[src/rtl/memo_trans_pkg.sv]
// Shared defaults, step constants and phase decode for the memory-transfer control/datapath core.
package memo_trans_pkg;

    localparam int DEF_DATA_W  = 8;
    localparam int DEF_WORDS_A = 8;
    localparam int DEF_CNT_W   = 5;

    localparam int WR_FIRST  = 0;
    localparam int RD_FIRST  = DEF_WORDS_A;
    localparam int DONE_STEP = 2 * DEF_WORDS_A;

    typedef enum logic [1:0] {
        PH_WRITE = 2'd0,
        PH_READ  = 2'd1,
        PH_DONE  = 2'd2
    } phase_t;

    // Anything at or past 2*words counts as DONE so an out-of-range count never strobes.
    function automatic phase_t step_phase(input int unsigned step, input int unsigned words);
        if (step < words)
            return PH_WRITE;
        else if (step < 2 * words)
            return PH_READ;
        else
            return PH_DONE;
    endfunction

endpackage

[src/rtl/memo_trans_alu.sv]
// Combinational pair adder (carry discarded) and unsigned less-than comparator.
import memo_trans_pkg::*;

module memo_trans_alu #(
    parameter int DATA_W = DEF_DATA_W
) (
    input  logic [DATA_W-1:0] DOut1,
    input  logic [DATA_W-1:0] DOut2,
    output logic [DATA_W-1:0] ADDOut,
    output logic              Sign
);

    assign ADDOut = DOut1 + DOut2;
    assign Sign   = (DOut1 < DOut2);

endmodule

[src/rtl/memo_trans_ctrl_dp.sv]
// Memory-transfer sequencer: 8 writes into A, 8 reads from A with pairwise write-back into B.
// Optional macro MEMO_AUTO_RESTART_EN: counter wraps from DONE back to 0 instead of saturating.
//
// phase    | meaning
// PH_WRITE | counter 0..WORDS_A-1, write A and advance its address
// PH_READ  | counter WORDS_A..2*WORDS_A-1, read A; odd steps write pair sum into B
// PH_DONE  | counter 2*WORDS_A, all strobes idle, Done asserted
import memo_trans_pkg::*;

module memo_trans_ctrl_dp #(
    parameter int DATA_W  = DEF_DATA_W,
    parameter int WORDS_A = DEF_WORDS_A,
    parameter int CNT_W   = DEF_CNT_W
) (
    input  logic              clock,
    input  logic              Reset,
    input  logic [DATA_W-1:0] DOut1,
    input  logic [DATA_W-1:0] DOut2,
    output logic              IncA,
    output logic              WEA,
    output logic              IncB,
    output logic              WEB,
    output logic [CNT_W-1:0]  counter,
    output logic              Done,
    output logic [DATA_W-1:0] ADDOut,
    output logic              Sign
);

    localparam logic [CNT_W-1:0] DONE_CNT = CNT_W'(2 * WORDS_A);

    phase_t phase;

    always_ff @(posedge clock) begin
        if (Reset)
            counter <= '0;
        else if (counter < DONE_CNT)
            counter <= counter + CNT_W'(1);
        else begin
`ifdef MEMO_AUTO_RESTART_EN
            counter <= '0;
`else
            counter <= DONE_CNT;
`endif
        end
    end

    assign phase = step_phase(32'(counter), 32'(WORDS_A));

    // Reset gates every strobe immediately, before the counter has a chance to clear.
    always_comb begin
        IncA = 1'b0;
        WEA  = 1'b0;
        IncB = 1'b0;
        WEB  = 1'b0;
        Done = 1'b0;
        if (!Reset) begin
            case (phase)
                PH_WRITE: begin
                    IncA = 1'b1;
                    WEA  = 1'b1;
                end
                PH_READ: begin
                    IncA = 1'b1;
                    IncB = counter[0];
                    WEB  = counter[0];
                end
                default: Done = 1'b1;
            endcase
        end
    end

    memo_trans_alu #(.DATA_W(DATA_W)) u_alu (
        .DOut1  (DOut1),
        .DOut2  (DOut2),
        .ADDOut (ADDOut),
        .Sign   (Sign)
    );

endmodule

[config.mk]
export PLATFORM = sky130hd
export DESIGN_NAME = memo_trans_ctrl_dp
export DESIGN_NICKNAME = d
export VERILOG_FILES = /design/src/rtl/memo_trans_pkg.sv /design/src/rtl/memo_trans_alu.sv /design/src/rtl/memo_trans_ctrl_dp.sv
export SDC_FILE = /design/constraint.sdc
export NUM_CORES = 1
export LEC_CHECK = 0
export CORE_UTILIZATION = 38
export CTS_CLUSTER_DIAMETER = 80
export DETAILED_ROUTE_END_ITERATION = 16
export PLACE_DENSITY = 0.77
export SLEW_MARGIN = 20
export SYNTH_ARGS = -nofsm -noshare
export SYNTH_HDL_FRONTEND = slang
export SYNTH_SLANG_ARGS = --single-unit
export TNS_END_PERCENT = 5
[constraint.sdc]
create_clock -name clock -period 2.1 [get_ports clock]
set_input_delay 0.42 -clock clock [delete_from_list [all_inputs] [get_ports clock]]
set_output_delay 0.42 -clock clock [all_outputs]
set_load 0.05 [all_outputs]
==> run_results.csv, run 1 <==
group,metric,value,unit
place,portBuffers,36,
logic_synthesis,ys_seq_area_share,15.0,%
die,rows,14,
logic_synthesis,synth.most_common_cell,"inv_1",
place,gp_congestion,0.745,
cts,numCtsBuffers,3,
place,dpl.hpwl,1580,um
logic_synthesis,synth_top_area_share,30.0,%
cts,cts_buffer_depth,2,
status,status,"stopped before the end",
global_route,grt_max_degree,9,
logic_synthesis,ys_seq_elements,5,
logic_synthesis,async_flop_share,0,%
logic_synthesis,syn_inst,80,
cts,hold_buffers,0,
logic_synthesis,synth_top_area_cell,"ha_1",
logic_synthesis,synth_edf_count,0,
status,outcome.stop_stage,"global routing",
logic_synthesis,postSynthAreaPerCell,8.35,sq um
die,start_util,42.4,%
logic_synthesis,yosysWarnings,0,
timing,timing.worst_endpoint.kind,"output port",
cts,clock-sinks,5,
cts,ctsHtreeMaxLevel,1,
logic_synthesis,yosys-top-cells-area,"ha_1, dfxtp_1, inv_1",
cts,cts-root-buf,"clkbuf_4",
logic_synthesis,syn_area,668,sq um
logic_synthesis,synth_nets,115,
logic_synthesis,synth_cell_type_count,28,
die,die_height,43.9,um
die,die_w,43.9,um
timing,crit_endpoint,"ADDOut[7]",
die,io_pins,37,
status,firstError,"[ERROR DPL-0038] Utilization greater than 100%, impossible to legalize",
place,dp_cells,147,
logic_synthesis,yosys_most_used_dff,"dfxtp_1",
logic_synthesis,synthTopCellsByCount,"inv_1, ha_1, dfxtp_1, xor2_1",
-- stage by stage --
step / instance area [sq um] / worst slack (ns) / utilization [%] / setup TNS (ns) / hold WS, ns
4_1_cts: 1510 / -0.245 / 95.8 / -1.09 / 0.513
3_5_place_dp: 1360 / -0.683 / 86.1 / -3.97 / 0.509
3_3_place_gp: 1360 / -0.632 / 86.1 / -3.43 / 0.490
2_1_floorplan: 724 / -0.135 / - / -0.567 / 0.492
-- what timing repair did --
action / CTS
buffers inserted: 4
gates resized for setup: 49
endpoints found under the hold margin: 0
pin swaps: 16
setup endpoints to repair: 8
-- cells by family after synthesis --
logic type / Yosys count / share of synthesized area, %
adders and majority gates: 17 / 33.0
AOI/OAI and AO/OA: 17 / 17.8
xor gates and xnor gates: 8 / 10.5
DFF: 5 / 15.0
and+or+nand+nor: 15 / 13.1
buffers and inverters: 18 / 10.7
==> run 2: changes to the inputs <==
Settings changed: CORE_AREA set to 2 2 63 65, CORE_UTILIZATION 38 to unset, CTS_CLUSTER_DIAMETER 80 to unset, DIE_AREA set to 0 0 65 67, PLACE_DENSITY 0.77 to unset, PLACE_DENSITY_LB_ADDON set to 0.15.
==> run 2 against run 1 <==
The flow now finishes, with violations (negative setup slack); synthesized area stayed put; synthesized cell count stayed put.
==> run_results.csv, run 2 <==
group,metric,value,unit
status,status,"complete, but fails checks",
status,failed_checks,"negative setup slack",
logic_synthesis,async_flop_share,0,%
setup_path,cp_slowest_cell,"fa_2",
die,io_pins,37,
logic_synthesis,synth_top_area_share,30.0,%
cells_and_area,design_area,0.00161,sq mm
global_route,grt.overflow.total,0,
logic_synthesis,synth_cell_type_count,28,
logic_synthesis,synth_edf_count,0,
logic_synthesis,yosys_most_used_dff,"dfxtp_1",
timing,skew,0.00264,ns
place,pre_cts_ws,-0.676,ns
logic_synthesis,synth_nets,115,
place,place_area,0.00140,sq mm
route,first_pass_iters,4,
timing,final.min_clock_period,2.26,ns
cts,cts-root-buf,"clkbuf_8",
cells_and_area,area_delta_synth_final,141,%
timing,holdWs,0.506,ns
timing,finalHoldViolations,0,
worst_hold_path,holdCritPathClass,"reg2reg",
cells_and_area,top_regs,"counter x5",
setup_path,crit_buf_inv,3,
cells_and_area,largest_register,"counter",
logic_synthesis,postSynthAreaPerCell,8.35,sq um
pwr,powerDensity,530,mW/mm^2
flow_run,maxCapViolCount,0,
route,drt_iter0_drc,8,
cts,ctsHtreeMaxLevel,1,
setup_path,path_class,"in2out",
route,wirelength,1950,um
place,portBuffers,36,
cts,hold_buffers,0,
timing,fin_crit_sh,107,%
logic_synthesis,synthTopCellsByCount,"inv_1, ha_1, dfxtp_1, xor2_1",
die,start_util,18.5,%
setup_path,critPathLaunchType,"primary input",
timing,max_freq,0.443,GHz
cts,cts_buffer_depth,2,
logic_synthesis,synth_top_area_cell,"ha_1",
logic_synthesis,syn_area,668,sq um
place,gp_congestion,0.813,
timing,rsz0062_at_grt,"yes",
logic_synthesis,ys_seq_area_share,15.0,%
route,vias,732,
pwr,irDropWorstVdd,0.000209,V
setup_path,cp_max_fo,2,
global_route,grt_max_degree,9,
logic_synthesis,yosysWarnings,0,
cells_and_area,final_cell_mix,"buf_4, buf_12, inv_1",
route,ant_nets,0,
logic_synthesis,synth.most_common_cell,"inv_1",
setup_path,crit_required,1.68,ns
global_route,grt_antenna_before_repair,0,
cells_and_area,final_common_cell,"buf_4",
setup_path,crit_chain,"buf_8 > ha_4 > inv_2 > fa_2 > o21bai_1 > a21oi_2 > o21bai_2 > a21oi_4 > xor2_4 > buf_12",
die,die_area,0.00436,sq mm
global_route,track_usage,9.98,%
cts,clock_latency,0.22,ns
route,routedWlPerCell,10.5,um
cts,clock-sinks,5,
cts,clk_pin_slew,0.04,ns
die,die_w,65,um
route,vias_per_cell,3.94,
cells_and_area,largest_register_ffs,5,
global_route,grt_pass1_vias,794,
timing,finalWorstSetupSlack,-0.157,ns
cts,cts_tree,"done",
logic_synthesis,yosys-top-cells-area,"ha_1, dfxtp_1, inv_1",
cts,numCtsBuffers,3,
cells_and_area,drive_above_1_share,58.7,%
route,route.detailed.drc,0,
pwr,p_total,852,uW
setup_path,cp.arrival,1.84,ns
cells_and_area,fin_nets,174,
logic_synthesis,ys_seq_elements,5,
die,die_height,67,um
logic_synthesis,syn_inst,80,
die,rows,22,
setup_path,cp_slowest_stage_delay,0.34,ns
place,dpl.hpwl,1570,um
die,core,0.00361,sq mm
pwr,power.leakage,0.000711,uW
timing,timing.slew.headroom,67.0,%
global_route,grt_pass1_wl,3370,um
setup_path,endpoint_kind,"output port",
setup_path,cp_top_family,"compound AO/OA/AOI/OAI gates",
cells_and_area,antenna_cells,0,
timing,maxSlewViolCount,0,
timing,setup-violations-final,5,
timing,worstMarginPinSlew,0.494,ns
## run 2: report_power, final
| part | internal, uW | total, uW | switching [uW] |
|---|---|---|---|
| combinational | 284 | 572 | 289 |
| sequential | 101 | 106 | 5.12 |
| clock | 130 | 174 | 43.6 |
## run 2: layout make-up
class	count	area, sq um
Clock buffer	4	45.0
Fill cell	352	2000
Inverter	17	66.3
Multi-Input combinational cell	57	713
Sequential cell	5	100
Tap cell	48	60.1
Timing Repair Buffer	55	623
## run 2: kinds of logic after synthesis
kind of cell,after synthesis,synth area share [%]
AO/OA/AOI/OAI,17,17.8
XOR/XNOR,8,10.5
adder cells (fa/ha/maj),17,33.0
buffers and inverters,18,10.7
flip-flops,5,15.0
AND/OR/NAND/NOR,15,13.1
## run 2: metrics by stage
step                utilization, %  instances  TNS (ns)
floorplan                        -         80    -0.567
detailed placement            38.9        180     -3.85
CTS                           44.4        187    -0.874
global route                  44.6        186    -0.956
finish                        44.6        186    -0.537
global placement              38.9        180     -3.67
## run 2: path summary, 6_finish.rpt
path | cells after the start | endpoint | slack, ns | start
max reg2reg | 3 | counter[2] | 1.19 | counter[0]
max | 10 | ADDOut[6] | -0.16 | DOut1[0]
min | 1 | counter[0] | 0.51 | counter[0]
min reg2reg | 1 | counter[0] | 0.51 | counter[0]
## run 2: routing by layer
layer  part of all wire [%]  track usage, %
met3                    5.4            1.52
met2                     53            18.3
met5                      0               0
met4                    1.0            3.99
met1                     41            11.5
## run 2: timing repair
item	CTS	global route
endpoints found under the setup margin	8	5
gates resized for setup	57	17
setup buffers	3	0
pin swaps	16	14
hold endpoints to repair	0	0
Note: power is estimated with default switching activity, not from simulation.
